<file path="src/rtl/vmem_arb_pkg.sv">
// Shared types for the vector port-B arbiter: requester identity, arbiter
// states and the read-return tag carried alongside each outstanding read.
// Imported by vmem_rd_tag_pipe and vmem_port_arbiter.
package vmem_arb_pkg;

    typedef enum logic {
        OWN_CPU = 1'b0,
        OWN_DMA = 1'b1
    } owner_e;

    typedef enum logic {
        ARB_CPU       = 1'b0,
        ARB_DMA_FORCE = 1'b1
    } arb_state_e;

    typedef struct packed {
        logic   valid;
        owner_e owner;
    } rd_tag_t;

    localparam rd_tag_t RD_TAG_IDLE = '{valid: 1'b0, owner: OWN_CPU};

endpackage

</file>
<file path="src/rtl/vmem_rd_tag_pipe.sv">
// Read-return tag pipe: DEPTH-stage shift register of rd_tag_t, one entry per
// cycle, synchronous clear. Ports: clk, reset, tag_i (entry pushed this
// cycle, valid=0 when no read issued), tag_o (entry issued DEPTH cycles ago).
module vmem_rd_tag_pipe
    import vmem_arb_pkg::*;
#(
    parameter int unsigned DEPTH = 2
) (
    input  logic    clk,
    input  logic    reset,
    input  rd_tag_t tag_i,
    output rd_tag_t tag_o
);

    rd_tag_t stage_q [DEPTH];

    always_ff @(posedge clk) begin
        if (reset) begin
            for (int i = 0; i < DEPTH; i++) begin
                stage_q[i] <= RD_TAG_IDLE;
            end
        end else begin
            stage_q[0] <= tag_i;
            for (int i = 1; i < DEPTH; i++) begin
                stage_q[i] <= stage_q[i-1];
            end
        end
    end

    assign tag_o = stage_q[DEPTH-1];

endmodule

</file>
<file path="src/rtl/vmem_port_arbiter.sv">
// Shares data-RAM port B between the CPU vector LSU and the audio DMA.
// Ports: cpu_*/dma_* request/grant/read-return per requester; ram_* drive the
// RAM port-B pins. CPU has fixed priority; a starvation counter forces a DMA
// grant after STARVE_MAX consecutive refusals. Read data returns RD_LAT
// cycles after the grant to whichever requester issued the read.
module vmem_port_arbiter
    import vmem_arb_pkg::*;
#(
    parameter int unsigned ADDR_W     = 15,
    parameter int unsigned DATA_W     = 128,
    parameter int unsigned RD_LAT     = 2,
    parameter int unsigned STARVE_MAX = 8
) (
    input  logic              clk,
    input  logic              reset,

    input  logic              cpu_req,
    input  logic              cpu_we,
    input  logic [ADDR_W-1:0] cpu_addr,
    input  logic [DATA_W-1:0] cpu_wdata,
    output logic              cpu_gnt,
    output logic              cpu_stall,
    output logic              cpu_rvalid,
    output logic [DATA_W-1:0] cpu_rdata,

    input  logic              dma_req,
    input  logic              dma_we,
    input  logic [ADDR_W-1:0] dma_addr,
    input  logic [DATA_W-1:0] dma_wdata,
    output logic              dma_gnt,
    output logic              dma_rvalid,
    output logic [DATA_W-1:0] dma_rdata,

    output logic [ADDR_W-1:0] ram_addr,
    output logic [DATA_W-1:0] ram_wdata,
    output logic              ram_wren,
    input  logic [DATA_W-1:0] ram_q
);

    localparam int CNT_W = $clog2(STARVE_MAX + 1);

    arb_state_e        state_q, state_d;
    logic [CNT_W-1:0]  starve_q, starve_d;
    logic [ADDR_W-1:0] addr_q;
    logic [DATA_W-1:0] wdata_q;
    logic [DATA_W-1:0] cpu_rdata_q;
    logic [DATA_W-1:0] dma_rdata_q;

    logic              cpu_win;
    logic              dma_win;
    logic              dma_refused;
    rd_tag_t           tag_in;
    rd_tag_t           tag_out;

    // Grant selection. Nothing is granted while reset is high.
    always_comb begin
        cpu_win = 1'b0;
        dma_win = 1'b0;
        if (!reset) begin
            if (state_q == ARB_DMA_FORCE && dma_req) begin
                dma_win = 1'b1;
            end else if (cpu_req) begin
                cpu_win = 1'b1;
            end else if (dma_req) begin
                dma_win = 1'b1;
            end
        end
    end

    assign cpu_gnt   = cpu_win;
    assign dma_gnt   = dma_win;
    assign cpu_stall = cpu_req & ~cpu_win;

    // Idle cycles keep the previous address/data on the pins so the RAM
    // inputs do not toggle needlessly.
    always_comb begin
        ram_addr  = addr_q;
        ram_wdata = wdata_q;
        if (cpu_win) begin
            ram_addr  = cpu_addr;
            ram_wdata = cpu_wdata;
        end else if (dma_win) begin
            ram_addr  = dma_addr;
            ram_wdata = dma_wdata;
        end
    end

    assign ram_wren = (cpu_win & cpu_we) | (dma_win & dma_we);

    // Starvation counter and force-state FSM.
    assign dma_refused = dma_req & ~dma_win;

    always_comb begin
        state_d  = state_q;
        starve_d = starve_q;
        if (dma_refused) begin
            starve_d = (starve_q == CNT_W'(STARVE_MAX)) ? starve_q
                                                        : starve_q + CNT_W'(1);
            // This refusal is the STARVE_MAX-th in a row: force DMA next cycle.
            if (starve_q >= CNT_W'(STARVE_MAX - 1)) begin
                state_d = ARB_DMA_FORCE;
            end
        end else begin
            starve_d = '0;
        end
        // Leave force mode after the DMA grant, or if DMA gave up waiting,
        // so the CPU is never locked out by a withdrawn request.
        if (state_q == ARB_DMA_FORCE && (dma_win || !dma_req)) begin
            state_d = ARB_CPU;
        end
    end

    always_ff @(posedge clk) begin
        if (reset) begin
            state_q  <= ARB_CPU;
            starve_q <= '0;
            addr_q   <= '0;
            wdata_q  <= '0;
        end else begin
            state_q  <= state_d;
            starve_q <= starve_d;
            addr_q   <= ram_addr;
            wdata_q  <= ram_wdata;
        end
    end

    // Read-return tagging: writes push an empty tag.
    always_comb begin
        tag_in       = RD_TAG_IDLE;
        tag_in.valid = (cpu_win & ~cpu_we) | (dma_win & ~dma_we);
        tag_in.owner = dma_win ? OWN_DMA : OWN_CPU;
    end

    vmem_rd_tag_pipe #(
        .DEPTH (RD_LAT)
    ) u_rd_tag_pipe (
        .clk   (clk),
        .reset (reset),
        .tag_i (tag_in),
        .tag_o (tag_out)
    );

    assign cpu_rvalid = ~reset & tag_out.valid & (tag_out.owner == OWN_CPU);
    assign dma_rvalid = ~reset & tag_out.valid & (tag_out.owner == OWN_DMA);

    // Return data passes straight from ram_q during the pulse and is held in
    // a register afterwards; forced to zero while reset is high.
    always_ff @(posedge clk) begin
        if (reset) begin
            cpu_rdata_q <= '0;
            dma_rdata_q <= '0;
        end else begin
            if (cpu_rvalid) cpu_rdata_q <= ram_q;
            if (dma_rvalid) dma_rdata_q <= ram_q;
        end
    end

    assign cpu_rdata = reset ? '0 : (cpu_rvalid ? ram_q : cpu_rdata_q);
    assign dma_rdata = reset ? '0 : (dma_rvalid ? ram_q : dma_rdata_q);

endmodule

</file>
<file path="config.mk">
export PLATFORM = sky130hd
export DESIGN_NAME = vmem_port_arbiter
export DESIGN_NICKNAME = d
export VERILOG_FILES = /design/src/rtl/vmem_arb_pkg.sv /design/src/rtl/vmem_rd_tag_pipe.sv /design/src/rtl/vmem_port_arbiter.sv
export SDC_FILE = /design/constraint.sdc
export NUM_CORES = 1
export LEC_CHECK = 0
export CORE_AREA = 2 2 323 325
export DETAILED_ROUTE_END_ITERATION = 12
export DIE_AREA = 0 0 325 327
export PLACE_DENSITY_LB_ADDON = 0.08
export SKIP_CTS_REPAIR_TIMING = 1
export SLEW_MARGIN = 20
export SYNTH_ARGS = -nofsm -noshare
export SYNTH_HDL_FRONTEND = slang
export SYNTH_SLANG_ARGS = --single-unit
</file>
<file path="constraint.sdc">
create_clock -name clk -period 2.12 [get_ports clk]
set_clock_uncertainty 0.15 [all_clocks]
set_input_delay 0.318 -clock clk [delete_from_list [all_inputs] [get_ports clk]]
set_output_delay 0.318 -clock clk [all_outputs]
set_load 0.01 [all_outputs]
</file>
==> results.tsv <==
stage	metric	value	unit
sta	final sum of negative setup slack	-155900	ps
sta	transition at the pin with the smallest max-transition slack	626	ps
drt	initial drt markers	1603	
power	internal power of the cells	16.9	mW
worst_setup_path	Max stage delay cell, worst path	dfxtp_2	
worst_hold_path	worst min-delay path category	input pin to flop	
final_layout	proportion of layout cells with a drive suffix above 1	22.0	%
cts	clock slew seen by the registers of the worst setup and hold paths	60	ps
logic_synthesis	share of the yosys chip area belonging to registers	39.1	%
drt	final routed wirelength across all metal layers	113000	um
die	initial standard-cell utilization of the core	20.3	%
worst_setup_path	endpoint of the most critical register-to-register path	state_q$_SDFFE_PP0P_	
drt	DR vias/cell	4.69	
outcome	status	complete, but fails checks	
worst_setup_path	required arrival time at the worst endpoint	1650	ps
worst_setup_path	most frequent cell on the critical path	buf_6	
power	Sw Pwr	6.37	mW
placed_design	Setup Slack @ Placement	-709	ps
power	clock network fraction of total power	45.4	%
drt	Final ANT Viol Nets	0	
power	Max rail drop VDD	0.599	mV
sta	maximum achievable frequency	380	MHz
worst_setup_path	register-to-register path setup slack	300	ps
worst_setup_path	worst reg2reg path startpoint	state_q$_SDFFE_PP0P_	
worst_setup_path	CP Launch Type	flop	
cts	insertion delay to the later sink of the worst-skew pair	660	ps
sta	hold violation total from the final report	0	
final_layout	final non-filler cell area	37300	um^2
final_layout	Post-Route Utilization	36.3	%
sta	pins over their slew limit	0	
worst_setup_path	highest net fanout along the worst path	5	
global_route	via count of the first global-routing pass	23816	
sta	worst slew margin relative to its limit	58.3	%
global_route	global-route usage over all layers	19.6	%
worst_setup_path	largest delay contributor family on the critical path	buffers and inverters	
logic_synthesis	Syn Area/Cell	7.96	um^2
worst_setup_path	data arrival time of the critical path	2160	ps
worst_setup_path	maximum single-stage delay on the critical path	330	ps
logic_synthesis	Synthesized Nets	3042	
logic_synthesis	number of warnings printed during yosys synthesis	0	
worst_setup_path	path type of the worst setup path	flop to output pin	
global_route	GRT Residual Overflow	0	
run	count of max-cap constraint violations	0	
global_route	initial antenna violation count	28	
power	share of total power in sequential cells	34.9	%
power	Power Dens Cells	624	nW/um^2
drt	total via count in the routed design	24026	
worst_hold_path	Worst Min Path Start	cpu_req	
final_layout	filler-free cell count of the finished design	5118	
placed_design	global placement routability congestion	0.829	
worst_setup_path	CP Capture Type	output pin	
sta	RSZ-0062 raised after global routing	yes	
power	Sw Ratio	27.3	%
logic_synthesis	register bit count reported by yosys	408	
worst_setup_path	R2R cell count	5	
cts	CTS tree	done	
logic_synthesis	dominant cells by area after synthesis	dfxtp_1 (39%), a211oi_1 (9.9%), nand2_1 (9.2%), mux2i_1 (6.9%), o32ai_1 (6.0%)	
sta	crit path time final	2630	ps
global_route	wire length of the first global-routing pass	160000	um
outcome	violations in the final reports	setup timing	
die	core footprint	103000	um^2
cts	number of buffers on the longest clock path	3	
logic_synthesis	library cell occupying the most area in the post-synthesis netlist	dfxtp_1	
placed_design	count of port buffers added during placement	824	
worst_setup_path	count of buffering cells on the critical path with inverters included	5	
worst_hold_path	WHS Path Cells	4	
logic_synthesis	count of mapped cells out of synthesis	2620	
final_layout	number of nets in the final layout	4105	
sta	smallest hold slack	25.2	ps
die	vertical extent of the die	327	um
power	total power draw	23.3	mW
die	horizontal extent of the die	325	um
die	Ports	825	
logic_synthesis	fraction of synthesized cell area taken by the top area cell type	39.1	%
logic_synthesis	combined area of all synthesized cells	20900	um^2
drt	number of detailed-routing iterations run before antenna repair	5	
drt	average wire per standard cell	22.1	um
final_layout	post-synthesis to final-layout area growth	78.9	%
placed_design	DPL Wire Length	82100	um
cts	Inserted Clock Buffers	54	
die	Die ar.	106000	um^2
drt	residual DRC count	0	
global_route	largest net degree at the start of global routing	114	
cts	Root Buffer	clkbuf_16	
cts	clock sink total	408	
logic_synthesis	count of different cell masters after synthesis	32	
power	proportion of power drawn by combinational gates	19.7	%
die	std cell rows	118	
worst_hold_path	worst hold endpoint	wdata_q[68]$_SDFF_PP0_	
sta	total setup violations reported at the end of the flow	405	
worst_setup_path	CP Cell Sequence	nor3b_4 > buf_6 > clkbuf_16 > buf_12 > buf_4 > nand2_4 > o21ai_4 > buf_6	
placed_design	total cell area at the placement stage	33300	um^2
sta	worst path setup slack after routing	-512	ps
cts	number of H-tree branching levels	2	
power	leakage power of the design	19.4	nW
placed_design	Post-Place Cells	4956	
sta	share of the clock period used by the worst path after layout	124	%
[cells in the final DEF, fill, tap and decap left out, types with 130 or more instances in the layout]
| cell type | instances |
|---|---|
| a211oi_1 | 230 |
| nor2b_1 | 145 |
| dlymetal6s2s_1 | 277 |
| dfxtp_1 | 405 |
| nor3_1 | 143 |
| clkdlybuf4s50_1 | 416 |
| o32ai_1 | 143 |
| nand2b_1 | 145 |
| nand2_1 | 489 |
| nor2_1 | 147 |
| buf_4 | 352 |
| nand3_1 | 130 |
[power by group through the flow]
stage	clock network [mW]	registers, mW	logic [mW]
3_5_place_dp	0	8.29	4.58
3_3_place_gp	0	8.27	4.56
5_1_grt	11.2	8.16	4.92
2_1_floorplan	0	8.24	1.74
4_1_cts	10.9	8.12	4.61
6_report	10.6	8.13	4.58
[cell type report]
class                           instances  area, um^2
Sequential cell                       408        8170
Multi-Input combinational cell       1947       12100
Antenna cell                           12        30.0
Clock buffer                           79        1600
Timing Repair Buffer                 1267       13200
Tap cell                             1380        1730
Clock inverter                         20         443
Fill cell                           10550       65600
Inverter                                4        35.0
Timing Repair inverter                  1        8.76
[cell usage after synthesis, drive strengths merged]
cell    instances
dfxtp         408
or3b            1
nor3b           1
nand3         131
o21ai         128
o32ai         143
a21boi          1
xor2            1
nor3          143
inv             4
buf           138
and3            3
or2             1
a211oi        286
xnor2           1
mux2i         144
a21oi           4
nor2b         145
nand2b        146
nand2         514
nor2          147
ha              2
clkbuf        123
nand3b          5
[cell families (layout without fill, tap and decap cells)]
logic type,Yosys count,after routing,share of synthesized area (%)
and+or+nand+nor,1237,1237,27.6
muxes,144,144,6.91
adders and majority gates,2,2,0.120
other,0,12,0
DFF,408,408,39.1
buffers and inverters,265,1371,6.40
AOI/OAI and AO/OA,562,562,19.7
xor gates and xnor gates,2,2,0.0840
[how the worst max path moves through the flow]
stage / from / endpoint / slack [ps] / cells past startpoint
6_report: u_rd_tag_pipe.stage_q[0][2]$_SDFF_PP0_ / cpu_rdata[28] / -510 / 8
5_1_grt: u_rd_tag_pipe.stage_q[0][2]$_SDFF_PP0_ / cpu_rdata[36] / -650 / 6
4_1_cts: state_q$_SDFFE_PP0P_ / ram_addr[4] / -1210 / 6
3_5_place_dp: cpu_req / ram_addr[4] / -710 / 7
3_3_place_gp: cpu_addr[4] / ram_addr[4] / -650 / 6
2_1_floorplan: reset / ram_wdata[100] / 280 / 5
[per-layer routing]
metal / track usage (%) / routed length [um] / up-vias
li1: - / - / 11468
met1: 22.9 / 45600 / 11597
met2: 34.5 / 55900 / 765
met3: 6.13 / 8340 / 166
met4: 5.03 / 2890 / 30
met5: 0 / 188 / -
[flip-flops by register name (all words and copies together) (netlist names)]
name and flops:
addr_q 15, dma_rdata_q 128, state_q 1, cpu_rdata_q 128, starve_q 4, wdata_q 128
u_rd_tag_pipe.stage_q 4
[worst min-delay path, delay by kind of cell]
family	cells	cell delay, ps
AO/OA/AOI/OAI	1	40
buffers and inverters	2	250
AND/OR/NAND/NOR	1	130
(Power assumes the default switching activity.)
